==> src/rtl/reset_seq_pkg.sv <==
// Shared types and helpers for the reset sequencer: FSM state encoding and
// a constant-evaluable ceil(log2) used to size the internal counters.
package reset_seq_pkg;

   typedef enum logic [2:0] {
      HOLD      = 3'd0,
      WAIT_LOCK = 3'd1,
      STRETCH   = 3'd2,
      RELEASE   = 3'd3,
      RUN       = 3'd4
   } state_e;

   // Smallest r with 2**r >= value; callers pass max_count+1 to size a counter.
   function automatic int unsigned clog2(input int unsigned value);
      int unsigned r;
      r = 0;
      while ((64'(1) << r) < 64'(value)) r = r + 1;
      return r;
   endfunction

endpackage

==> src/rtl/sync_ff.sv <==
// Multi-flop synchroniser for a single asynchronous level, with a synchronous
// clear so the sequencer can discard stale lock history while it holds reset.
module sync_ff #(
   parameter int unsigned STAGES = 2
) (
   input  logic clk,
   input  logic i_clr,
   input  logic i_d,
   output logic o_q
);

   logic [STAGES-1:0] r_sync;

   always_ff @(posedge clk) begin
      if (i_clr) r_sync <= '0;
      else       r_sync <= {r_sync[STAGES-2:0], i_d};
   end

   assign o_q = r_sync[STAGES-1];

endmodule

==> src/rtl/reset_sequencer.sv <==
// Reset manager: qualifies PLL lock, stretches reset, then releases domains in
// order with a stagger. Optional watchdog restart under RESET_SEQ_WDT_EN.
module reset_sequencer
   import reset_seq_pkg::*;
#(
   parameter int unsigned N_DOMAINS      = 3,
   parameter int unsigned SYNC_STAGES    = 2,
   parameter int unsigned LOCK_FILTER    = 4,
   parameter int unsigned STRETCH_CYCLES = 128,
   parameter int unsigned STAGGER        = 16,
   parameter int unsigned CNT_W          = 8,
   parameter int unsigned WDT_CYCLES     = 65535
) (
   input  logic                 clk,
   input  logic                 rst,
   input  logic                 pll_lock,
   input  logic                 sw_rst_req,
   input  logic                 wdt_kick,
   output logic [N_DOMAINS-1:0] rst_out,
   output logic                 ready,
   output logic [CNT_W-1:0]     lock_loss_cnt,
   output logic                 wdt_fired
);

   localparam int unsigned FILT_W = clog2(LOCK_FILTER + 1);
   localparam int unsigned STR_W  = clog2(STRETCH_CYCLES + 1);
   localparam int unsigned STG_W  = clog2(STAGGER + 1);

   state_e               r_state, w_state_nxt;
   logic [FILT_W-1:0]    r_filt, w_filt_nxt;
   logic [STR_W-1:0]     r_str, w_str_nxt;
   logic [STG_W-1:0]     r_stg, w_stg_nxt;
   logic [N_DOMAINS-1:0] r_rst_out, w_rst_nxt, w_rst_shift;
   logic                 r_ready, w_ready_nxt;
   logic [CNT_W-1:0]     r_loss_cnt, w_loss_nxt;
   logic                 w_lock_s, w_sync_clr, w_wdt_fire;

   // Lock history is discarded while held in reset so qualification always starts fresh.
   assign w_sync_clr = rst | (r_state == HOLD);

   sync_ff #(.STAGES(SYNC_STAGES)) u_lock_sync (
      .clk  (clk),
      .i_clr(w_sync_clr),
      .i_d  (pll_lock),
      .o_q  (w_lock_s)
   );

   // Releasing shifts a zero in from bit 0, so domains can only clear in index order.
   assign w_rst_shift = r_rst_out << 1;

   always_ff @(posedge clk) begin
      if (rst) begin
         r_state    <= HOLD;
         r_filt     <= '0;
         r_str      <= '0;
         r_stg      <= '0;
         r_rst_out  <= '1;
         r_ready    <= 1'b0;
         r_loss_cnt <= '0;
      end else begin
         r_state    <= w_state_nxt;
         r_filt     <= w_filt_nxt;
         r_str      <= w_str_nxt;
         r_stg      <= w_stg_nxt;
         r_rst_out  <= w_rst_nxt;
         r_ready    <= w_ready_nxt;
         r_loss_cnt <= w_loss_nxt;
      end
   end

   always_comb begin
      w_state_nxt = r_state;
      w_filt_nxt  = r_filt;
      w_str_nxt   = r_str;
      w_stg_nxt   = r_stg;
      w_rst_nxt   = r_rst_out;
      w_ready_nxt = r_ready;
      w_loss_nxt  = r_loss_cnt;

      case (r_state)
         HOLD: begin
            w_state_nxt = WAIT_LOCK;
            w_filt_nxt  = '0;
            w_rst_nxt   = '1;
            w_ready_nxt = 1'b0;
         end
         WAIT_LOCK: begin
            if (!w_lock_s) begin
               w_filt_nxt = '0;
            end else if (r_filt == FILT_W'(LOCK_FILTER)) begin
               w_state_nxt = STRETCH;
               w_str_nxt   = '0;
            end else begin
               w_filt_nxt = r_filt + FILT_W'(1);
            end
         end
         STRETCH: begin
            if (r_str == STR_W'(STRETCH_CYCLES - 1)) begin
               w_rst_nxt = w_rst_shift;
               w_stg_nxt = '0;
               if (w_rst_shift == '0) begin
                  w_state_nxt = RUN;
                  w_ready_nxt = 1'b1;
               end else begin
                  w_state_nxt = RELEASE;
               end
            end else begin
               w_str_nxt = r_str + STR_W'(1);
            end
         end
         RELEASE: begin
            if (r_stg == STG_W'(STAGGER - 1)) begin
               w_rst_nxt = w_rst_shift;
               w_stg_nxt = '0;
               if (w_rst_shift == '0) begin
                  w_state_nxt = RUN;
                  w_ready_nxt = 1'b1;
               end
            end else begin
               w_stg_nxt = r_stg + STG_W'(1);
            end
         end
         RUN: begin
            w_state_nxt = RUN;
         end
         default: begin
            w_state_nxt = HOLD;
            w_rst_nxt   = '1;
            w_ready_nxt = 1'b0;
         end
      endcase

      // Restart sources once lock has been qualified; lock loss has priority.
      if (r_state inside {STRETCH, RELEASE, RUN}) begin
         if (!w_lock_s) begin
            w_state_nxt = WAIT_LOCK;
            w_filt_nxt  = '0;
            w_rst_nxt   = '1;
            w_ready_nxt = 1'b0;
            if (r_loss_cnt != '1) w_loss_nxt = r_loss_cnt + CNT_W'(1);
         end else if (sw_rst_req || w_wdt_fire) begin
            w_state_nxt = STRETCH;
            w_str_nxt   = '0;
            w_rst_nxt   = '1;
            w_ready_nxt = 1'b0;
         end
      end
   end

`ifdef RESET_SEQ_WDT_EN
   localparam int unsigned WDT_W = clog2(WDT_CYCLES + 1);

   logic [WDT_W-1:0] r_wdt_cnt, w_wdt_cnt_nxt;
   logic             r_wdt_fired;

   assign w_wdt_fire = (r_state == RUN) && w_lock_s && !wdt_kick &&
                       (r_wdt_cnt == WDT_W'(WDT_CYCLES - 1));
   assign w_wdt_cnt_nxt = ((r_state == RUN) && (w_state_nxt == RUN) && !wdt_kick) ?
                          r_wdt_cnt + WDT_W'(1) : '0;

   always_ff @(posedge clk) begin
      if (rst) begin
         r_wdt_cnt   <= '0;
         r_wdt_fired <= 1'b0;
      end else begin
         r_wdt_cnt   <= w_wdt_cnt_nxt;
         r_wdt_fired <= r_wdt_fired | w_wdt_fire;
      end
   end

   assign wdt_fired = r_wdt_fired;
`else
   logic w_unused;
   assign w_unused   = ^{wdt_kick, 32'(WDT_CYCLES)};
   assign w_wdt_fire = 1'b0;
   assign wdt_fired  = 1'b0;
`endif

   assign rst_out       = r_rst_out;
   assign ready         = r_ready;
   assign lock_loss_cnt = r_loss_cnt;

endmodule

==> config.mk <==
export PLATFORM = sky130hd
export DESIGN_NAME = reset_sequencer
export DESIGN_NICKNAME = d
export VERILOG_FILES = /design/src/rtl/reset_seq_pkg.sv /design/src/rtl/sync_ff.sv /design/src/rtl/reset_sequencer.sv
export SDC_FILE = /design/constraint.sdc
export NUM_CORES = 1
export LEC_CHECK = 0
export CORE_UTILIZATION = 55
export CTS_BUF_LIST = sky130_fd_sc_hd__clkbuf_4 sky130_fd_sc_hd__clkbuf_8
export CTS_CLUSTER_SIZE = 25
export DETAILED_ROUTE_END_ITERATION = 8
export GPL_TIMING_DRIVEN = 0
export PLACE_DENSITY = 0.77
export SLEW_MARGIN = 25
export SYNTH_ARGS = -nofsm -noshare
export SYNTH_HDL_FRONTEND = slang
export SYNTH_SLANG_ARGS = --single-unit
==> constraint.sdc <==
create_clock -name clk -period 4.5 [get_ports clk]
set_input_delay 1.35 -clock clk [delete_from_list [all_inputs] [get_ports clk]]
set_output_delay 1.35 -clock clk [all_outputs]
set_load 0.005 [all_outputs]
Word-level counts from Yosys, hierarchy flattened
Cells that the tools add are included.

storage, ports and cells
  logic and storage cells = 68
  output and inout port bits = 13
  memories = 0
  bits in read-only memories = 0
  bits in latches = 0
  input bits = 5
  bits in writable memories = 0
  bits in registers = 33

cells by class
  mux-type cells = 38
  divide/modulo/power cells = 0
  bitwise gates (word level) = 2
  order comparisons = 0
  $add $sub $neg = 4
  reduce and logical (&&, ||, !) cells = 7
  multiply operators = 0
  eq/ne operators = 9
  shift-type cells = 0

operators with widths
  operator                                                               number
  3-bit two-way mux                                                      18
  8-bit two-way mux                                                      6
  8-bit by 1-bit adder with 8-bit output, second input constant          2
  8-bit case mux with 2 select lines                                     1
  3-bit case mux with 5 select lines                                     1
  5-bit two-way mux                                                      2
  5-bit case mux with 2 select lines                                     1
  3-bit case mux with 3 select lines                                     1
  8-bit by 7-bit equality test with 1-bit output, second input constant  1
  8-bit != test, second input constant                                   1
  3-bit by 2-bit equality test with 1-bit output, second input constant  2
  3-bit equality test, second input constant                             2
  3-bit logical NOT                                                      2
  1-bit two-way mux                                                      6
  3-bit case mux with 2 select lines                                     1
  5-bit by 1-bit adder with 5-bit output, second input constant          1
  5-bit by 4-bit equality test with 1-bit output, second input constant  1
  3-bit by 1-bit adder with 3-bit output, second input constant          1
  3-bit by 1-bit equality test with 1-bit output, second input constant  1
  1-bit case mux with 3 select lines                                     1
  3-bit AND reduction                                                    1
  3-bit nonzero test                                                     1
  2-bit != test, second input constant                                   1
  2-bit AND reduction                                                    1
  4 further kinds                                                        4

Longest topological paths before layout
  depth in word-level cells = 7
  depth in mapped cells = 7
  gate-level depth less buffers = 6

By module
Synthesis repeated with hierarchy kept, for this count alone.

unflattened totals
  cells, all modules = 218
  area total of the unflattened synthesis = 1806.7 µm²

modules (own cells, without submodules)
  module           sequential area each (µm²)  cells each  instances  area each (µm²)
  reset_sequencer  620.6                       214         1          1754.2
  sync_ff          40.0                        4           1          52.6

Least setup slack after synthesis
OpenSTA, ideal clock, no wires.

  kind = input to register
  from = input sw_rst_req
  to = register r_str[5]
  path slack = 2.373 ns
  stages on the path = 5
  setup time = 0.086 ns
  required time = 4.414 ns
  arrival time = 2.041 ns
  path buffers = 1
  path through = inv_1 > a211oi_1 > or2_2 > buf_2 > a211oi_1

on the way
  cells in the longest elaborated chain, start to end = 3

RTL lines
  element               RTL line                source
  from (decl)           reset_sequencer.sv:17   input logic sw_rst_req,
  8-bit two-way mux     reset_sequencer.sv:141  end else if (sw_rst_req || w_wdt_fire) begin
  8-bit two-way mux     reset_sequencer.sv:135  if (!w_lock_s) begin
  8-bit two-way mux     reset_sequencer.sv:134  if (r_state inside {STRETCH, RELEASE, RUN}) begin
  to (signal assigned)  reset_sequencer.sv:63   r_str <= w_str_nxt;
  to (decl)             reset_sequencer.sv:31   logic [STR_W-1:0] r_str, w_str_nxt;

Every way passes these cells.
A chain may end at the register's enable or synchronous reset.

Worst setup path after layout
  from = register r_loss_cnt[3] (netlist: lock_loss_cnt[3])
  to = output lock_loss_cnt[3]

RTL lines
  element                 RTL line               source
  from (decl)             reset_sequencer.sv:35  logic [CNT_W-1:0] r_loss_cnt, w_loss_nxt;
  from (signal assigned)  reset_sequencer.sv:67  r_loss_cnt <= w_loss_nxt;
  to (decl)               reset_sequencer.sv:21  output logic [CNT_W-1:0] lock_loss_cnt,

No word-level cell between the ends.

==> flow_summary.toml <==
[placement]
dp_hpwl_um = 2942
place_congestion = 0.8306
pre_cts_slack_ps = 1512
port_buffers = 15

[power_and_ir_drop]
p_leak_nw = 0.7180
ir_drop_v = 0.0001372
swShare_pct = 25.17
p_per_area_mw_per_mm2 = 227.7
intPower_w = 0.0003637
power_frac_comb_pct = 4.8
p_seq_share_pct = 60.8
p_switching_w = 0.0001223
clockPowerShare_pct = 34.4

[setup_path]
crit_slowest_cell = "clkdlybuf4s50_1"
slowest_delay_ps = 540
critPathMaxFanout = 7
worst_setup_path_start_kind = "register"
path_cells = "clkdlybuf4s50_1"
crit_family = "buffers and inverters"
path_class = "reg -> out"
critical_path_arrival_ps = 1340
crit_buf_inv = 1
crit_path_end_kind = "output pin"
cp_data_required_time_ps = 3150

[global_route]
grt_pass1_vias = 1550
grt_pass1_wl_um = 6886
grt_max_degree = 12
antenna_found_initial = 0
overflow = 0
grt_use_total_pct = 25.27

[min_path]
hp-class = "reg -> reg"

[floorplanning]
start_util_pct = 59.44
die_w_um = 60.38
die_h_um = 60.38
io_pins = 18
die_area_sq_mm = 0.003645
core_sq_mm = 0.003153
rows = 20

[cts]
clk_pin_slew_worst_paths_ps = 110
cts_buffers = 5
clk_latency_ps = 350
cts_setup_buffers = 0
clockBufferDepth = 2
cts_tree = "done"
postCtsResizedCells = 0
holdBufCountCts = 0
clkSinkCount = 33
htreeDepth = 2
root_buffer = "clkbuf_4"

[layout]
mostFrequentLayoutCells = "dfxtp_1, nor2_1, a21oi_1, clkdlybuf4s50_1, o21ai_0"
fill_cells = 293
antennaDiodeCount = 0
drive_gt1_share_pct = 8.400
final_common_cell = "dfxtp_1"
final_nets = 259
area_growth_pct = 13.89

[drt]
dr.pass1.iters = 4
wire_per_inst_um = 14.16
via_count = 1793
viasPerCell = 6.099
route.detailed.drc = 0
postRouteAntennaNets = 0
wl_um = 4164
drt-initial-drc-count = 101

[synth]
syn-cell-area_sq_mm = 0.001874
syn_inst = 227
async_flop_share_pct = 0
synth_top_family_by_area = "simple AND/OR/NAND/NOR gates"
synth-simple-area-share_pct = 26.84
synth-xor-area-share_pct = 0.4673
yosys_warnings = 0
avgSynthCellArea_sq_um = 8.257
yosys_register_bits = 33
ys_seq_area_share_pct = 35.25
synth-adder-area-share_pct = 3.338
synth-edff-count = 0
synth_cell_types = 53
syn-num-nets = 237
synth_mux_area_share_pct = 3.004
synth_compound_area_share_pct = 26.10
synth_flop_cell = "dfxtp_1"

[timing]
fin_crit_ps = 2690
clock.fmax_ghz = 0.3717
maxSlewViolCount = 0
finalCritPeriodShare_pct = 59.79
setup_violations = 0
rsz0062_at_grt = "no"
skew_ps = 4.125
setup_ws_ps = 1810
hold_viol_final = 0
finalSetupTns_ps = 0

[status]
run_status = "finished clean"

[flow_run]
drv_cap = 0
## sequential cells by signal, summed over array words and instances (netlist names)
register and flops:
lock_loss_cnt 8, ready 1, r_str 8, r_stg 5
r_state 3, u_lock_sync.r_sync 2, rst_out 3, r_filt 3
## Yosys cell counts, drive strengths merged (2+ instances only)
cell type / n / area share, %
mux2: 5 / 3.0
a31oi: 8 / 2.7
nand2: 9 / 1.8
nor2: 23 / 4.6
or2b: 2 / 0.80
nor2b: 5 / 1.7
and2: 2 / 0.67
buf: 7 / 2.2
a21o: 4 / 2.0
dfxtp: 33 / 35
nor3: 10 / 2.7
clkbuf: 7 / 1.4
o31ai: 5 / 2.0
nor4: 3 / 1.3
a41oi: 2 / 0.93
and3b: 2 / 0.93
and4b: 3 / 1.6
nand3b: 4 / 1.6
and4: 2 / 0.93
a211oi: 10 / 4.0
nand4: 6 / 2.0
nand2b: 2 / 0.67
inv: 6 / 1.2
a221o: 2 / 1.1
a21oi: 20 / 5.3
or3b: 2 / 0.93
a311oi: 2 / 0.93
nand3: 7 / 1.9
ha: 5 / 3.3
o21ai: 12 / 3.2
## area by class of cell
class / instances / area, sq um / share of cell area [%]
inverter: 6 / 22.52 / 1.055
buffer: 14 / 67.56 / 3.165
timing repair buffer: 15 / 150.1 / 7.034
multi-input combinational: 174 / 1124 / 52.64
sequential: 33 / 660.6 / 30.95
clock inverter: 3 / 17.52 / 0.8206
clock buffer: 5 / 37.54 / 1.758
tap: 44 / 55.05 / 2.579
## layer usage
metal / track usage [%] / vias to the layer above / part of all wire [%]
li1: - / 907 / -
met1: 33.16 / 826 / 47
met3: 5.970 / 8 / 5.2
met2: 39.40 / 52 / 46
met5: 0 / - / 0
met4: 11.30 / 0 / 1.6
## power by group through the flow
stage / clock [W] / combinational, W / sequential [W]
6_report: 0.000167 / 0.0000236 / 0.000295
5_1_grt: 0.000183 / 0.0000262 / 0.000296
3_5_place_dp: 0 / 0.0000235 / 0.000302
4_1_cts: 0.000172 / 0.0000236 / 0.000296
2_1_floorplan: 0 / 0.0000148 / 0.000302
3_3_place_gp: 0 / 0.0000233 / 0.000302
## cells by family after synthesis
family                     Yosys count
DFF                                 33
and+or+nand+nor                     89
adders and majority gates            5
AOI/OAI and AO/OA                   73
other                                1
muxes                                5
xor gates and xnor gates             1
buffers and inverters               20
## final timing paths
kind                              start  depth (start not counted)  slack (ps)                     to
setup reg to reg             r_state[0]                          6        2580       lock_loss_cnt[4]
hold / removal    u_lock_sync.r_sync[0]                          1         440  u_lock_sync.r_sync[1]
hold reg to reg   u_lock_sync.r_sync[0]                          1         440  u_lock_sync.r_sync[1]
setup / recovery       lock_loss_cnt[3]                          1        1810       lock_loss_cnt[3]
## stage by stage
stage / power, W / util [%] / std cells / cell area, sq um / hold WS [ps]
global route: 0.0005051 / 67.70 / 294 / 2135 / 469.2
finish: 0.0004861 / 67.70 / 294 / 2135 / 440.2
global placement: 0.0003254 / 65.95 / 286 / 2079 / 411.9
CTS: 0.0004915 / 67.70 / 294 / 2135 / 443.7
detailed placement: 0.0003257 / 65.95 / 286 / 2079 / 417.1
floorplan: 0.0003168 / - / 227 / 1874 / 405.7
No activity file was read; power rests on OpenSTA's default activity.
